===== src/rtl/key_state_tracker.sv =====
// PS/2 scan-code tracker: decodes make/break sequences into a 20-bit key-state vector for 4 players.
// Define FIRE_ONESHOT_EN to make the fire bits single-cycle pulses on a fresh press.
module key_state_tracker (
    input  logic        clk,
    input  logic        resetn,
    input  logic [7:0]  code,
    input  logic        code_valid,
    input  logic        clear,
    output logic [19:0] out,
    output logic        busy
);

    typedef enum logic [1:0] {
        IDLE    = 2'd0,
        EXT     = 2'd1,
        BRK     = 2'd2,
        EXT_BRK = 2'd3
    } state_t;

    state_t      state_q, state_d;
    logic [15:0] dir_q, dir_d;
    logic [3:0]  fire_q, fire_d;

    logic        is_ext;
    logic        is_break;
    logic        complete;
    logic        key_hit;
    logic [4:0]  key_idx;

    assign is_ext   = (state_q == EXT) || (state_q == EXT_BRK);
    assign is_break = (state_q == BRK) || (state_q == EXT_BRK);
    assign complete = code_valid && !clear && (code != 8'hE0) && (code != 8'hF0);

    // Index 0..15 are direction bits, 16..19 fire; the extended flag is part of the match key.
    always_comb begin
        key_hit = 1'b1;
        key_idx = 5'd0;
        case ({is_ext, code})
            9'h01D: key_idx = 5'd0;
            9'h01B: key_idx = 5'd1;
            9'h01C: key_idx = 5'd2;
            9'h023: key_idx = 5'd3;
            9'h029: key_idx = 5'd16;
            9'h175: key_idx = 5'd4;
            9'h172: key_idx = 5'd5;
            9'h16B: key_idx = 5'd6;
            9'h174: key_idx = 5'd7;
            9'h114: key_idx = 5'd17;
            9'h043: key_idx = 5'd8;
            9'h042: key_idx = 5'd9;
            9'h03B: key_idx = 5'd10;
            9'h04B: key_idx = 5'd11;
            9'h04C: key_idx = 5'd18;
            9'h075: key_idx = 5'd12;
            9'h073: key_idx = 5'd13;
            9'h06B: key_idx = 5'd14;
            9'h074: key_idx = 5'd15;
            9'h070: key_idx = 5'd19;
            default: key_hit = 1'b0;
        endcase
    end

    always_comb begin
        state_d = state_q;
        if (clear) begin
            state_d = IDLE;
        end else if (code_valid) begin
            if (code == 8'hE0) begin
                state_d = EXT;
            end else if (code == 8'hF0) begin
                state_d = is_ext ? EXT_BRK : BRK;
            end else begin
                state_d = IDLE;
            end
        end
    end

`ifdef FIRE_ONESHOT_EN
    logic [3:0] fire_held_q, fire_held_d;

    always_comb begin
        dir_d       = dir_q;
        fire_d      = 4'h0;
        fire_held_d = fire_held_q;
        if (clear) begin
            dir_d       = '0;
            fire_held_d = '0;
        end else if (complete && key_hit) begin
            if (!key_idx[4]) begin
                dir_d[key_idx[3:0]] = !is_break;
            end else if (is_break) begin
                fire_held_d[key_idx[1:0]] = 1'b0;
            end else if (!fire_held_q[key_idx[1:0]]) begin
                // Only a fresh press pulses; typematic repeats find the shadow bit already set.
                fire_held_d[key_idx[1:0]] = 1'b1;
                fire_d[key_idx[1:0]]      = 1'b1;
            end
        end
    end

    always_ff @(posedge clk or negedge resetn) begin
        if (!resetn) begin
            fire_held_q <= '0;
        end else begin
            fire_held_q <= fire_held_d;
        end
    end
`else
    always_comb begin
        dir_d  = dir_q;
        fire_d = fire_q;
        if (clear) begin
            dir_d  = '0;
            fire_d = '0;
        end else if (complete && key_hit) begin
            if (!key_idx[4]) begin
                dir_d[key_idx[3:0]] = !is_break;
            end else begin
                fire_d[key_idx[1:0]] = !is_break;
            end
        end
    end
`endif

    always_ff @(posedge clk or negedge resetn) begin
        if (!resetn) begin
            state_q <= IDLE;
            dir_q   <= '0;
            fire_q  <= '0;
        end else begin
            state_q <= state_d;
            dir_q   <= dir_d;
            fire_q  <= fire_d;
        end
    end

    assign out  = {fire_q, dir_q};
    assign busy = (state_q != IDLE);

endmodule


===== config.mk =====
export PLATFORM = sky130hd
export DESIGN_NAME = key_state_tracker
export DESIGN_NICKNAME = d
export VERILOG_FILES = /design/src/rtl/key_state_tracker.sv
export SDC_FILE = /design/constraint.sdc
export NUM_CORES = 1
export LEC_CHECK = 0
export ABC_AREA = 1
export BUFFER_PORTS_ARGS = -buffer_cell sky130_fd_sc_hd__buf_4
export CORE_ASPECT_RATIO = 1.4
export CORE_MARGIN = 5
export CORE_UTILIZATION = 50
export CTS_CLUSTER_DIAMETER = 200
export DETAILED_ROUTE_END_ITERATION = 7
export HOLD_SLACK_MARGIN = 0.12
export PLACE_DENSITY = 0.72
export SYNTH_ARGS = -nofsm -noshare
export SYNTH_HDL_FRONTEND = slang
export SYNTH_SLANG_ARGS = --single-unit

===== constraint.sdc =====
create_clock -name clk -period 5.4 [get_ports clk]
set_clock_uncertainty 0.1 [all_clocks]
set_input_delay 0.81 -clock clk [delete_from_list [all_inputs] [get_ports clk]]
set_output_delay 0.81 -clock clk [all_outputs]
set_load 0.02 [all_outputs]

Word-level counts from Yosys, hierarchy flattened
Cells that the tools add are included.
Operators by class
  $lt $le $gt $ge: 4
  eq/ne operators: 28
  muxes and demuxes: 19
  reduce and logical (&&, ||, !) cells: 17
Operators with widths (number)
  one-hot mux 5 bit (19 select lines): 1
  == test 9 x 7 -> 1 bit (second input constant): 9
  two-way mux 16 bit: 3
  == test 9 bit (second input constant): 5
  == test 9 x 5 -> 1 bit (second input constant): 3
  == test 9 x 6 -> 1 bit (second input constant): 3
  OR reduction 20 bit: 1
  bitwise mux 16 bit: 1
  == test 8 bit (second input constant): 2
  inequality test 8 bit (second input constant): 2
  two-way mux 4 bit: 3
  two-way mux 2 bit: 4
  nonzero test 2 bit: 4
  logical AND 1 bit: 6
  less-than comparator 4 x 5 -> 1 bit (second input constant): 1
  bitwise mux 4 bit: 1
  demux 1 bit (select 4 bit): 1
  == test 2 bit (second input constant): 2
  greater-or-equal comparator 4 x 1 -> 1 bit (second input constant): 1
  two-way mux 1 bit: 4
  AND reduction 2 bit: 2
  less-than comparator 2 x 3 -> 1 bit (second input constant): 1
  demux 1 bit (select 2 bit): 1
  == test 2 x 1 -> 1 bit (second input constant): 1
  other kinds (4): 6
Storage, ports and cells
  register bits after elaboration: 22
  input port bits: 12
  word-level logic and storage cells: 71

Logic depth before layout (Yosys ltp)
Gate-level depths: netlist of the first run.
  depth after elaboration: 12
  mapped depth: 15
  gate-level depth less buffers: 14

Worst setup path after synthesis of the first run
OpenSTA, ideal clock, no wires.
  path type: in2reg
  from: input port code[4]
  to: register dir_q[2]
  arrival: 1973 ps
  data required time: 5183 ps
  path slack: 3210 ps
  cell stages on the path: 14
  path through: inv_1 > nand2_1 > nor2_1 > inv_1 > nor2_1 > nor2_1 > nand2_1 > nor2_2 > nand3_4 > nand3_4 > nand2_4 > nand2_1 > nand2_1 > nand2_1
Between the ends
  cells in the longest elaborated chain, start to end: 10
Ends and longest elaborated chain
  start: declaration: line 6  | input logic [7:0] code,
  == test 9 x 7 -> 1 bit (tied with other cells): line 38  | case ({is_ext, code})
  one-hot mux 5 bit (19 select lines): line 38
  less-than comparator 4 x 5 -> 1 bit (not written as such) / greater-or-equal comparator 4 x 1 -> 1 bit (equally long branches): line 117  | dir_d[key_idx[3:0]] = !is_break;
  logical AND 1 bit (not written as such): line 117
  two-way mux 1 bit (not written as such): line 117
  demux 1 bit (select 4 bit): line 117
  bitwise mux 16 bit: line 117
  two-way mux 16 bit: line 116  | if (!key_idx[4]) begin
  two-way mux 16 bit: line 115  | end else if (complete && key_hit) begin
  two-way mux 16 bit: line 112  | if (clear) begin
  end signal: assignment: line 132  | dir_q <= dir_d;
  end: declaration: line 21  | logic [15:0] dir_q, dir_d;
Parallel ways exist; a longest one is shown, timed or not. The select of a mux whose other input is x is not followed.
A chain may end at the register's enable or synchronous reset.

Final worst setup path of the first run
  from: input port code[4]
  to: register dir_q[6]
Same word-level chain as after synthesis.

==> flow_summary.yaml, run 1 <==
floorplanning:
  initial_core_util_pct: 52.1
  num_rows: 26
  die_area_sq_um: 5190
  io_pins: 33
  die_w_microns: 62.3
  core_sq_um: 3680
  die_h_microns: 83.3
placed_design:
  dp_cells: 392
  dpl-instance-area_sq_um: 2170
  place_congestion: 1.00
  dp_hpwl_microns: 4310
  portBuffers: 32
clocking:
  clkSlewWorstSetupHoldPaths_ns: 0.07
  clock_latency_ns: 0.25
  ctsResizeCount: 0
  holdBufCountCts: 0
  cts_made_buffers: 3
  cts_tree: "yes"
  cts-htree-levels: 1
  root_buffer: "clkbuf_8"
  clock_sinks: 22
  post_cts_buffers: 0
  clock_path_buffers: 2
pwr:
  irDropWorstVdd_mv: 0.133
  pwr-share-clk_pct: 31.0
  p_int_w: 0.000232
  seq_power_share_pct: 51.8
  combPwrFrac_pct: 17.2
  switching_share_pct: 27.9
  power.leakage_nw: 1.26
  switchingPower_w: 0.0000898
  power_density_nw_per_um2: 145
logic_synthesis:
  syn_area_sq_um: 1920
  ys_seq_area_share_pct: 28.7
  synth_cells: 323
  synth_cell_types: 28
  syn-num-nets: 335
  synth_seq_cells: 22
  syn_avg_cell_area_sq_um: 5.93
  yosysWarnings: 0
global_route:
  grt_max_degree: 23
  track_usage_pct: 20.6
  grt_pass1_vias: 2030
  antenna_found_initial: 0
  grt_pass1_wl_microns: 9050
  grt_remaining_overflow: 0
route:
  remaining_drc_errors: 0
  routed_wirelength_microns: 5230
  vias: 2058
  drt_iter0_drc: 100
  vias_per_cell: 5.21
  ant_nets: 0
  dr.pass1.iters: 5
  drt-wirelength-per-cell_microns: 13.2
worst_setup_path:
  path_max_fanout: 11
  arrival_ns: 2.57
  cp_slowest_stage_delay_ns: 0.45
  end_kind: "flip-flop"
  crit_top_cell: "nand2_1"
  critPathSlowestCell: "nor2_2"
  cp-start-kind: "input port"
  crit_chain: "buf_4 -> nand2_1 -> nor2_2 -> nand3_1 -> nand2_1 -> inv_1 -> nand2_1 -> nor2_2 -> nand3_4 -> nand3_4 -> nand2_4 -> nand2_1 -> nand2_1 -> nand2_1"
  critical_path_buf_inv_count: 2
  critPathKind: "input port to flip-flop"
  required_ns: 5.45
  path_delay_family: "simple AND/OR/NAND/NOR gates"
finish:
  area_growth_pct: 15.5
  instances_no_fill: 395
  final_area_sq_um: 2210
  nets: 367
  antenna_cells: 0
  drive_gt1_share_pct: 17.6
timing:
  drv_slew: 0
  period_needed_ns: 2.52
  timing.fmax_mhz: 397
  fin_tns_setup_ns: 0
  fin_crit_sh_pct: 46.6
  hold_viol: 0
  worst_pin_slew_ns: 1.01
  setup_viol: 0
  slew_headroom_pct: 32.4
  rsz0062_at_grt: "false"
run:
  cap_violations: 0
min_path:
  hp-class: "input port to asynchronous set/reset pin"
status:
  status: "finished, final reports clean"
[flip-flops by register name, indices dropped and copies added (netlist names)]
signal,cells
dir_q,16
fire_q,4
state_q,2
[metal layers]
metal | up-vias | share of wire [%] | GRT usage [%]
met5 | - | 0 | 0
met2 | 52 | 52 | 37.8
li1 | 1068 | - | -
met3 | 20 | 3.1 | 1.08
met4 | 0 | 4.7 | 10.8
met1 | 918 | 41 | 23.3
[placed cells by master, fill, tap and decap left out, types with 2 or more instances in the layout]
cell type,n
buf_4,32
clkbuf_8,3
clkinv_1,2
dfrtp_1,22
inv_1,38
inv_2,4
nand2_1,86
nand2_2,4
nand3_1,34
nand3_2,4
nand3_4,2
nand4_1,10
nor2_1,82
nor2_2,8
nor3_1,5
o21ai_0,6
[stage by stage]
stage | hold slack (ns) | utilization [%] | power [W] | worst slack, ns
after floorplan | 0.392 | - | 0.000203 | 3.21
after global placement | 0.366 | 59.1 | 0.000225 | 2.61
after detailed placement | 0.363 | 59.1 | 0.000225 | 2.62
after CTS | 0.338 | 60.2 | 0.000324 | 2.90
after global routing | 0.345 | 60.2 | 0.000336 | 2.67
final | 0.330 | 60.2 | 0.000321 | 2.88
[logic make-up after synthesis]
group	after synthesis	synth area share (%)
flops	22	28.7
buf+inv	49	10.6
compound gates	10	2.94
simple gates	242	57.8
[layout make-up]
| class | count | area (sq um) |
|---|---|---|
| fill | 383 | 1460 |
| multi-input combinational | 252 | 1160 |
| sequential | 22 | 551 |
| timing repair buffer | 32 | 240 |
| inverter | 44 | 165 |
| tap | 42 | 52.6 |
| clock buffer | 3 | 41.3 |
[power groups by stage]
stage                     sequential (W)   clock, W  combinational [W]
final                           0.000166  0.0000995          0.0000554
after global routing            0.000167   0.000107          0.0000626
after CTS                       0.000166   0.000102          0.0000556
after detailed placement        0.000170          0          0.0000555
after global placement          0.000170          0          0.0000555
after floorplan                 0.000171          0          0.0000323
[path summary, 6_finish.rpt]
| check | cells past startpoint | to | slack, ns | startpoint |
|---|---|---|---|---|
| setup / recovery | 14 | dir_q[6]$_DFFE_PN0P_ | 2.88 | code[4] |
| hold / removal | 1 | fire_q[3]$_DFFE_PN0P_ | 0.33 | resetn |
| setup reg to reg | 10 | dir_q[1]$_DFFE_PN0P_ | 2.98 | state_q[0]$_DFFE_PN0P_ |
| hold reg to reg | 2 | dir_q[5]$_DFFE_PN0P_ | 0.38 | dir_q[5]$_DFFE_PN0P_ |
| max in group asynchronous | 1 | dir_q[3]$_DFFE_PN0P_ | 4.65 | resetn |
| min in group clk | 2 | dir_q[5]$_DFFE_PN0P_ | 0.38 | dir_q[5]$_DFFE_PN0P_ |
[cell usage after synthesis]
cell type  count  area share [%]
nor3_4         1            0.85
nand2_2        4             1.3
o21a_1         1            0.39
nand4_1       10             3.3
nand2_4        1            0.59
inv_1         38             7.4
nand2_1       86              17
clkinv_1       2            0.39
nand3b_1       1            0.39
nand3_1       34             8.9
nor3_1         5             1.3
clkbuf_1       2            0.39
buf_6          2             1.2
o211ai_1       1            0.39
and2_1         1            0.33
nor3_2         1            0.52
inv_2          4            0.78
buf_4          1            0.39
o21ai_0        6             1.6
dfrtp_1       22              29
nor2_2         8             2.6
or2_2          1            0.33
nand3_4        2             1.8
nor2_4         1            0.59
o22ai_1        1            0.33
nand3_2        4             2.1
o21ai_1        1            0.26
nor2_1        82              16
Note: power is estimated with default switching activity, not from simulation.
==> inputs of run 2 (changes only) <==
- PLACE_DENSITY: 0.72 -> 0.75
- clock period: 5.4 -> 2.04 ns (I/O delays scaled with it)
==> run 2 against run 1 <==
  * First-iteration DRC count rose by 2.0%
  * Die area did not move
  * Count of clock-buffer cells in the layout up 1
  * Clock power grew to 3.2 times the previous value
  * Register-to-register slack worse by 2.9 ns
  * Flip-flop and latch count unchanged
  * Setup slack got worse by 2.8 ns
  * Critical endpoint is now dir_q[1]$_DFFE_PN0P_
  * Largest power group unchanged
  * Highest routed layer unchanged
==> flow_summary.yaml, run 2 (synthesis gave the netlist of run 1 again) <==
status:
  status: "finished, final reports clean"
timing:
  rsz0062_at_grt: "true"
  setup_viol: 0
  fin_crit_sh_pct: 94.3
  finalWorstSetupSlack_ns: 0.117
  worst_pin_slew_ns: 0.333
  period_needed_ns: 1.92
  timing.fmax_mhz: 520
  slew_headroom_pct: 77.7
  hold_viol: 0
  drv_slew: 0
floorplanning:
  initial_core_util_pct: 52.1
  die_w_microns: 62.3
  die_h_microns: 83.3
  num_rows: 26
  core_sq_um: 3680
  die_area_sq_um: 5190
  io_pins: 33
clocking:
  clock_latency_ns: 0.27
  clkSlewWorstSetupHoldPaths_ns: 0.08
  clock_path_buffers: 2
  clock_sinks: 22
  root_buffer: "clkbuf_8"
  cts-htree-levels: 1
  cts_made_buffers: 3
  cts_tree: "yes"
finish:
  layout_commonest_cell: "nand2_1"
  largest_register: "dir_q"
  largest_reg_flops: 16
  antenna_cells: 0
  top_regs: "dir_q x16, fire_q x4, state_q x2"
  fin_util_pct: 68.8
  nets: 397
  area_growth_pct: 31.9
  drive_gt1_share_pct: 26.8
  mostFrequentLayoutCells: "nand2_1, nor2_1, buf_4"
global_route:
  grt_pass1_wl_microns: 9560
  track_usage_pct: 22.0
  antenna_found_initial: 0
  grt_pass1_vias: 2212
  grt_max_degree: 23
  grt_remaining_overflow: 0
worst_setup_path:
  required_ns: 2.10
  r2r.worst_path.cells: 11
  end_kind: "flip-flop"
  arrival_ns: 1.98
  rr_endpoint: "dir_q[1]$_DFFE_PN0P_"
  rrSetupSlack_ns: 0.12
  reg2reg_from: "state_q[0]$_DFFE_PN0P_"
  critPathKind: "flip-flop to flip-flop"
  path_max_fanout: 6
  cp-start-kind: "flip-flop"
placed_design:
  dp_slack_ns: -0.0550
  dp_hpwl_microns: 4540
  place_congestion: 0.952
  portBuffers: 32
route:
  vias_per_cell: 5.22
  drt-wirelength-per-cell_microns: 13.6
  remaining_drc_errors: 0
  vias: 2224
  routed_wirelength_microns: 5810
  drt_iter0_drc: 102
  ant_nets: 0
  dr.pass1.iters: 4
pwr:
  power.leakage_nw: 1.43
  irDropWorstVdd_mv: 0.426
  power_density_nw_per_um2: 370
min_path:
  hp-class: "input port to flip-flop"
  whs_path_depth: 3
  worstHoldEndpoint: "state_q[1]$_DFFE_PN0P_"
  hold_path_startpoint: "code_valid"
run:
  cap_violations: 0
-- run 2: cell types whose count changed in the layout (fill, tap and decap cells not counted), sizes merged --
cell         before  now
buf              32   59
clkbuf            3    4
dlygate4sd3       0    1
nand3            40   42
-- run 2: routing by layer --
| layer | vias to the layer above | share of wire, % | global-route usage (%) |
|---|---|---|---|
| met4 | 0 | 4.8 | 14.1 |
| li1 | 1136 | - | - |
| met1 | 1002 | 40 | 23.7 |
| met3 | 21 | 3.3 | 1.62 |
| met2 | 65 | 52 | 40.0 |
| met5 | - | 0 | 0 |
-- run 2: layout make-up --
| cell class | count | area [sq um] |
|---|---|---|
| flip-flops and latches | 22 | 552 |
| well taps | 42 | 52.6 |
| fillers | 330 | 1150 |
| inverters | 44 | 168 |
| multi-input cells | 254 | 1250 |
| clock buffers | 4 | 55.1 |
| repair buffers | 60 | 453 |
-- run 2: repair_timing --
item                                   CTS  global route
gates resized for setup                  2            17
gates cloned                             0             2
hold buffers                             1             0
pin swaps                                0             5
setup endpoints to repair                6            19
buffers inserted                         0             0
endpoints found under the hold margin   22             0
-- run 2: worst max path at each step --
stage	cells past startpoint	to	startpoint
2_1_floorplan	11	dir_q[2]$_DFFE_PN0P_	state_q[0]$_DFFE_PN0P_
3_3_place_gp	15	dir_q[6]$_DFFE_PN0P_	code[4]
3_5_place_dp	15	dir_q[2]$_DFFE_PN0P_	code[2]
4_1_cts	10	dir_q[1]$_DFFE_PN0P_	state_q[0]$_DFFE_PN0P_
5_1_grt	10	dir_q[10]$_DFFE_PN0P_	state_q[0]$_DFFE_PN0P_
6_report	11	dir_q[1]$_DFFE_PN0P_	state_q[0]$_DFFE_PN0P_
-- run 2: worst max-delay path: stages (launching register included) --
cell and delay, ns:
dfrtp_2 0.45, nor2_1 0.08, nand2_2 0.11, inv_1 0.06, nand2_1 0.09, nand2_1 0.06
nor2_1 0.19, nand2_1 0.13, nor2_4 0.17, nand3_1 0.11, nor3_1 0.19, nor2_1 0.07
-- run 2: power by group --
part	internal, W	switching (W)	leakage (nW)
Sequential	0.000438	0.00000186	0.305
Combinational	0.0000592	0.000114	1.10
Clock	0.000173	0.000149	0.0288
-- run 2: stage by stage --
stage / std cells / hold slack (ns) / area, sq um / total power, W / TNS [ns]
after detailed placement: 419 / 0.112 / 2370 / 0.000612 / -0.234
after global routing: 426 / 0.229 / 2530 / 0.000959 / -0.0313
final: 426 / 0.199 / 2530 / 0.000935 / 0
after CTS: 424 / 0.203 / 2440 / 0.000926 / 0
after floorplan: 323 / -0.0896 / 1920 / 0.000537 / 0
after global placement: 419 / 0.108 / 2370 / 0.000611 / -0.266
